==> src/rtl/fuel_pump_pkg.sv <==
// Shared state encoding, default configuration and width helper for the fuel pump sequencer.
package fuel_pump_pkg;

    typedef enum logic [2:0] {
        ST_IDLE     = 3'd0,
        ST_WAIT_ARM = 3'd1,
        ST_RUNNING  = 3'd2,
        ST_DENIED   = 3'd3,
        ST_LOCKOUT  = 3'd4
    } fp_state_e;

    localparam int              DEF_NUM_HIDDEN    = 2;
    localparam logic [1:0]      DEF_HIDDEN_CODE   = 2'b10;
    localparam int              DEF_ARM_WINDOW    = 10;
    localparam int              DEF_MAX_FAILS     = 3;
    localparam int              DEF_LOCKOUT_TICKS = 30;

    function automatic int fail_cnt_w(input int max_fails);
        return (max_fails < 1) ? 1 : $clog2(max_fails + 1);
    endfunction

endpackage

==> src/rtl/fuel_pump_sequencer_tick_countdown.sv <==
// Loadable down-counter stepped by the 1 Hz enable; holds at zero instead of wrapping.
module tick_countdown #(
    parameter int W = 4
) (
    input  logic         clk,
    input  logic         reset,
    input  logic         load_i,
    input  logic [W-1:0] load_val_i,
    input  logic         tick_i,
    output logic         zero_o
);

    logic [W-1:0] count_q;
    logic [W-1:0] count_d;

    always_comb begin
        count_d = count_q;
        if (load_i) begin
            count_d = load_val_i;
        end else if (tick_i && (count_q != '0)) begin
            count_d = count_q - 1'b1;
        end
    end

    always_ff @(posedge clk) begin
        if (reset) begin
            count_q <= '0;
        end else begin
            count_q <= count_d;
        end
    end

    assign zero_o = (count_q == '0);

endmodule

==> src/rtl/fuel_pump_sequencer.sv <==
// Anti-theft fuel pump arming FSM: brake edge with hidden code inside a timed window enables the pump.
// Define FUEL_PUMP_LOCKOUT_EN to add the timed lockout after MAX_FAILS failed attempts.
module fuel_pump_sequencer
    import fuel_pump_pkg::*;
#(
    parameter int                    NUM_HIDDEN    = DEF_NUM_HIDDEN,
    parameter logic [NUM_HIDDEN-1:0] HIDDEN_CODE   = DEF_HIDDEN_CODE,
    parameter int                    ARM_WINDOW    = DEF_ARM_WINDOW,
    parameter int                    MAX_FAILS     = DEF_MAX_FAILS,
    parameter int                    LOCKOUT_TICKS = DEF_LOCKOUT_TICKS
) (
    input  logic                                clk,
    input  logic                                reset,
    input  logic                                tick_1hz,
    input  logic                                ignition,
    input  logic                                brake_depressed,
    input  logic [NUM_HIDDEN-1:0]               hidden,
    output logic                                fuel_pump_power,
    output logic                                lockout,
    output logic [fail_cnt_w(MAX_FAILS)-1:0]    fail_count,
    output logic [2:0]                          state
);

    localparam int             FCW      = fail_cnt_w(MAX_FAILS);
    localparam int             WW       = $clog2(ARM_WINDOW + 1);
    localparam logic [FCW-1:0] FAIL_MAX = FCW'(MAX_FAILS);

    fp_state_e      state_q, state_d;
    logic [FCW-1:0] fail_q, fail_d, fail_inc;
    logic           brake_q;
    logic           brake_rise, code_ok;
    logic           win_load, win_zero;

    assign brake_rise = brake_depressed & ~brake_q;
    assign code_ok    = (hidden == HIDDEN_CODE);
    assign fail_inc   = (fail_q == FAIL_MAX) ? fail_q : fail_q + 1'b1;

    tick_countdown #(.W(WW)) u_window (
        .clk        (clk),
        .reset      (reset),
        .load_i     (win_load),
        .load_val_i (WW'(ARM_WINDOW)),
        .tick_i     (tick_1hz),
        .zero_o     (win_zero)
    );

`ifdef FUEL_PUMP_LOCKOUT_EN
    localparam int LW = $clog2(LOCKOUT_TICKS + 1);
    logic lock_load, lock_zero;

    tick_countdown #(.W(LW)) u_lockout (
        .clk        (clk),
        .reset      (reset),
        .load_i     (lock_load),
        .load_val_i (LW'(LOCKOUT_TICKS)),
        .tick_i     (tick_1hz),
        .zero_o     (lock_zero)
    );
`else
    logic unused_lockout_ticks;
    assign unused_lockout_ticks = ^LOCKOUT_TICKS;
`endif

    always_comb begin
        state_d  = state_q;
        fail_d   = fail_q;
        win_load = 1'b0;
`ifdef FUEL_PUMP_LOCKOUT_EN
        lock_load = 1'b0;
`endif
        case (state_q)
            ST_IDLE: begin
                if (ignition) begin
                    state_d  = ST_WAIT_ARM;
                    win_load = 1'b1;
                end
            end
            ST_WAIT_ARM: begin
                if (!ignition) begin
                    state_d = ST_IDLE;
                end else if (brake_rise && code_ok) begin
                    state_d = ST_RUNNING;
                    fail_d  = '0;
                end else if (brake_rise || (tick_1hz && win_zero)) begin
                    // A wrong press keeps the window running; only expiry leaves for DENIED.
                    fail_d = fail_inc;
                    if (!brake_rise) begin
                        state_d = ST_DENIED;
                    end
`ifdef FUEL_PUMP_LOCKOUT_EN
                    if (fail_inc == FAIL_MAX) begin
                        state_d   = ST_LOCKOUT;
                        lock_load = 1'b1;
                    end
`endif
                end
            end
            ST_RUNNING, ST_DENIED: begin
                if (!ignition) begin
                    state_d = ST_IDLE;
                end
            end
`ifdef FUEL_PUMP_LOCKOUT_EN
            ST_LOCKOUT: begin
                if (tick_1hz && lock_zero) begin
                    state_d = ST_IDLE;
                    fail_d  = '0;
                end
            end
`endif
            default: state_d = ST_IDLE;
        endcase
    end

    always_ff @(posedge clk) begin
        if (reset) begin
            state_q <= ST_IDLE;
            fail_q  <= '0;
            brake_q <= 1'b0;
        end else begin
            state_q <= state_d;
            fail_q  <= fail_d;
            brake_q <= brake_depressed;
        end
    end

    assign fuel_pump_power = (state_q == ST_RUNNING);
    assign lockout         = (state_q == ST_LOCKOUT);
    assign fail_count      = fail_q;
    assign state           = state_q;

endmodule

==> config.mk <==
export PLATFORM = sky130hd
export DESIGN_NAME = fuel_pump_sequencer
export DESIGN_NICKNAME = d
export VERILOG_FILES = /design/src/rtl/fuel_pump_pkg.sv /design/src/rtl/fuel_pump_sequencer_tick_countdown.sv /design/src/rtl/fuel_pump_sequencer.sv
export SDC_FILE = /design/constraint.sdc
export NUM_CORES = 1
export LEC_CHECK = 0
export CAP_MARGIN = 5
export CORE_AREA = 4 4 41 43
export CTS_CLUSTER_SIZE = 20
export DETAILED_ROUTE_END_ITERATION = 7
export DIE_AREA = 0 0 45 47
export GPL_TIMING_DRIVEN = 0
export PLACE_DENSITY_LB_ADDON = 0.1
export REMOVE_ABC_BUFFERS = 1
export SYNTH_ARGS = -nofsm -noshare
export SYNTH_HDL_FRONTEND = slang
export SYNTH_SLANG_ARGS = --single-unit
==> constraint.sdc <==
create_clock -name clk -period 4.6 [get_ports clk]
set_input_delay 0.92 -clock clk [delete_from_list [all_inputs] [get_ports clk]]
set_output_delay 0.92 -clock clk [all_outputs]
set_load 0.01 [all_outputs]
Word level (Yosys, flattened, before mapping)
Cells that the tools add are included.
{"block": "totals", "regBits": 10, "latchBits": 0, "ram_bits": 0, "rom_bits": 0, "input_bits": 7, "out_inout_bits": 7, "wordCells": 47, "mem_count": 0}
{"block": "op_classes", "add_sub_neg": 2, "n_mul": 0, "n_div": 0, "order_cmp": 0, "n_eq_ne": 11, "shift": 0, "muxes": 14, "bitwise_logic": 2, "reduce_logical": 13}
{"operator": "$mux W3", "n": 6}
{"operator": "$pmux W3 S3", "n": 1}
{"operator": "$mux W4", "n": 2}
{"operator": "$ne A4 B4 Y1 const B", "n": 2}
{"operator": "$reduce_and A4 Y1", "n": 2}
{"operator": "$eq A3 B2 Y1 const B", "n": 2}
{"operator": "$mux W2", "n": 3}
{"operator": "$eq A2 B2 Y1 const B", "n": 2}
{"operator": "$logic_not A4 Y1", "n": 1}
{"operator": "$ne A2 B2 Y1 const B", "n": 2}
{"operator": "$reduce_bool A2 Y1", "n": 2}
{"operator": "$reduce_bool A4 Y1", "n": 1}
{"operator": "$reduce_or A2 Y1", "n": 2}
{"operator": "$sub A4 B1 Y4 const B", "n": 1}
{"operator": "$eq A3 B1 Y1 const B", "n": 1}
{"operator": "$eq A3 B3 Y1 const B", "n": 1}
{"operator": "$logic_and A1 B1 Y1", "n": 3}
{"operator": "$logic_not A3 Y1", "n": 1}
{"operator": "$add A2 B1 Y2 const B", "n": 1}
{"operator": "$mux W1", "n": 2}
{"operator": "$ne A2 B1 Y1 const B", "n": 1}
{"operator": "$and A1 B1 Y1", "n": 1}
{"operator": "$logic_or A1 B1 Y1", "n": 1}
{"operator": "$not A1 Y1", "n": 1}

Longest topological paths before layout
{"block": "depth", "ltp_word": 7, "mapped_depth": 6, "ltp_nobuf": 6}

Modules after synthesis
Synthesis repeated with hierarchy kept, for this count alone.
{"block": "hier_totals", "hier_cells": 61, "hier_area_um2": 560.5}
{"module": "fuel_pump_sequencer", "instances": 1, "cells_each": 32, "area_each_um2": 297.8}
{"module": "tick_countdown", "instances": 1, "cells_each": 29, "area_each_um2": 262.8}

Worst setup path after synthesis
Ideal clock, no wire load.
{"block": "synth_timing", "path_type": "input to register", "startpoint": "input hidden[0]", "endpoint": "register fail_q[1], in the netlist fail_count[1]", "setup_ns": 0.070, "arrival_ns": 1.811, "required_ns": 4.530, "slack_ns": 2.719, "path_stages": 4, "n_path_buf": 0, "path_cell_list": "and4bb_2 o221ai_2 or3b_1 a21oi_1"}
{"block": "synth_via", "elab_chain_len": 4, "elab_cells_between_ends": 6, "classes_between": "eq/ne: 2; mux: 1; reduce/logical: 3"}
{"item": "start: declaration", "line_no": "fuel_pump_sequencer.sv:17", "source": "input logic [NUM_HIDDEN-1:0] hidden,"}
{"item": "$eq A2 B2 Y1 *", "line_no": "fuel_pump_sequencer.sv:35", "source": "assign code_ok = (hidden == HIDDEN_CODE);"}
{"item": "$logic_and A1 B1 Y1 *", "line_no": "fuel_pump_sequencer.sv:81", "source": "end else if (brake_rise && code_ok) begin"}
{"item": "$ne A2 B1 Y1 (no source line) or $reduce_bool A2 Y1 (tied branches)"}
{"item": "$reduce_and A4 Y1 (no source line)"}
{"item": "end signal: assignment", "line_no": "fuel_pump_sequencer.sv:122", "source": "fail_q <= fail_d;"}
{"item": "end: declaration", "line_no": "fuel_pump_sequencer.sv:29", "source": "logic [FCW-1:0] fail_q, fail_d, fail_inc;"}
Mark *: on every way between the ends. The rest lies on a longest branch, timed or not.
A chain may end at the register's enable or synchronous reset.

Worst setup path in the final report
{"block": "layout_timing", "startpoint": "register state_q[1], in the netlist state[1]", "endpoint": "output fuel_pump_power"}
{"block": "layout_via", "elab_chain_len": 1}
{"item": "start: declaration", "line_no": "fuel_pump_sequencer.sv:28", "source": "fp_state_e state_q, state_d;"}
{"item": "start signal: assignment", "line_no": "fuel_pump_sequencer.sv:121", "source": "state_q <= state_d;"}
{"item": "$eq A3 B2 Y1", "line_no": "fuel_pump_sequencer.sv:127", "source": "assign fuel_pump_power = (state_q == ST_RUNNING);"}
{"item": "end: declaration", "line_no": "fuel_pump_sequencer.sv:18", "source": "output logic fuel_pump_power,"}
No other way between the ends.

==> metrics.yaml <==
fin_cells: 83
pwr-share-seq: 0.476
power.density_nw_per_um2: 292.2
power.leakage_nw: 0.2409
die_area_um2: 2115
cts_tree: "built"
io_pins: 14
worst-path-max-fanout: 4
min_path_type: "reg2reg"
portBuffers: 11
drt-total-wl_um: 900
power_mw: 0.1821
die_x_um: 45
root_buffer: "clkbuf_4"
antenna_found_initial: 0
syn_area_um2: 479.2
ys_types: 26
ys_async_sr_fraction: 0
rsz0062_at_grt: "false"
crit_type: "reg2out"
h-tree-depth: 1
switching_power_mw: 0.04650
synth_common_cells: "dfxtp_1 (9), a21oi_1 (6), inv_1 (5)"
ys_top_cells_by_area: "dfxtp_1 (38%), a21oi_1 (6.3%), and4bb_2 (5.2%), ha_1 (5.2%), nor3_1 (4.2%)"
drc: 0
yosys_warnings: 0
synth_edf_count: 0
clkSinkCount: 9
ant_nets: 0
post_cts_resized: 0
hold_buffers: 0
syn_inst: 54
grt_pass1_wl_um: 1380
internal_power_mw: 0.1356
hpwl_um: 664.9
clockPowerShare: 0.330
clockBufferDepth: 2
finalClockSkew_ns: 0.0005637
yosysMostFrequentCell: "dfxtp_1"
numCtsBuffers: 3
yosys.area.top_type_share: 0.3760
core-area_um2: 1301
first_global_vias: 364
fin_nets: 78
timing.critical_path.cells: "inv_1 -> nor2_1 -> clkdlybuf4s50_1"
crit_buf_inv: 2
comb_power_share: 0.194
arrival_ns: 1.38
grt_overflow: 0
std_cell_rows: 13
grt_max_degree: 9
num_antenna_cells: 0
crit_family: "buffers and inverters"
cp-end-kind: "primary output"
yosys_register_bits: 9
fin_crit_sh: 0.4989
drt-pass1-iter-count: 2
drtIter0Drc: 1
synth_ff_type: "dfxtp_1"
fmax_mhz: 435.7
cts.reportedPaths.clkPinSlew_ns: 0.06
layout-drive-gt1-share: 0.1029
fillers: 138
max_stage_delay_ns: 0.55
vias_per_cell: 4.916
clk_latency_ns: 0.25
area_growth_pct: 30.03
required_ns: 3.68
max_cap_viol_count: 0
irDropWorstVdd_mv: 0.1717
die_y_um: 47
finalSetupTns_ns: 0
wl_per_cell_um: 10.84
r2r_slack_ns: 3.02
slew_violations: 0
dpl_cell_area_um2: 596.8
routabilityCongestion: 0.6639
yosys.area.top_type: "dfxtp_1"
crit_path_start_kind: "register"
final.min_clock_period_ns: 2.295
report.final.hold_viol_count: 0
status: "finished clean"
synth_area_per_cell_um2: 8.874
finish.instance_area_um2: 623.1
crit_slowest_cell: "clkdlybuf4s50_1"
post_cts.repair.setup_buffers: 0
swShare: 0.2554
grt_use_total: 0.09603
initial_core_util: 0.3683
post-place-cells: 79
ys_seq_area_frac: 0.3760
setup_viol: 0
vias: 408
registers in the layout, indices dropped and copies added, names as in the netlist:
register and count:
u_window.count_q 4, fail_count 2, state 2, brake_q 1
worst paths after layout:
path	from	endpoint	cells after the start
hold / removal	fail_count[1]	fail_count[1]	2
setup / recovery	state[1]	fuel_pump_power	3
hold reg to reg	fail_count[1]	fail_count[1]	2
setup reg to reg	u_window.count_q[0]	fail_count[1]	6
cells by family (layout without fill, tap and decap cells):
group                      count (synthesis)  in the layout  share of synthesized area
xor gates and xnor gates                   2              2                    0.03656
adders and majority gates                  2              2                    0.05221
other                                      1              2                   0.007825
and+or+nand+nor                           21             21                     0.2872
buffers and inverters                      7             20                    0.07049
DFF                                        9              9                     0.3760
AOI/OAI and AO/OA                         11             11                     0.1462
muxes                                      1              1                    0.02350
area by class of cell:
type,instances,area [µm²],area share
Timing Repair Buffer,11,110.1,0.1767
Inverter,5,18.77,0.03012
Tap cell,15,18.77,0.03012
Clock buffer,4,26.28,0.04217
Sequential cell,9,180.2,0.2892
Multi-Input combinational cell,39,269.0,0.4317
power groups by stage:
stage | combinational, mW | clock, mW | sequential (mW)
floorplan | 0.0227 | 0 | 0.0881
global placement | 0.0355 | 0 | 0.0885
detailed placement | 0.0357 | 0 | 0.0884
CTS | 0.0360 | 0.0632 | 0.0867
global route | 0.0400 | 0.0661 | 0.0874
finish | 0.0353 | 0.0601 | 0.0867
routing by layer:
metal	track usage	up-vias	share of wire
met4	0.08772	0	0.011
met2	0.1497	10	0.44
li1	-	216	-
met1	0.1083	180	0.49
met5	0	-	0
met3	0.02299	2	0.056
per-stage QoR:
stage	util	hold WS, ns	setup WS [ns]
4_1_cts	0.4788	0.4778	2.287
3_5_place_dp	0.4587	0.4698	2.186
5_1_grt	0.4788	0.5060	2.244
3_3_place_gp	0.4587	0.4644	2.188
6_report	0.4788	0.4790	2.305
2_1_floorplan	-	0.4854	2.719
placed cells by master, fill, tap and decap left out, drive strengths merged, types with 2 or more instances in the layout:
cell and n:
clkdlybuf4s50 11, dfxtp 9, a21oi 6, inv 5, nor3 4, clkbuf 4, nand2 3, nor2 2
and4bb 2, nor2b 2, o21ai 2, ha 2, conb 2
tightest hold or removal path, delay by kind of cell (launching register included):
kind	cells	cell delay (ns)
compound gates	1	0.05
simple gates	1	0.06
flops	1	0.32
Power figures use the tool's default switching activity.
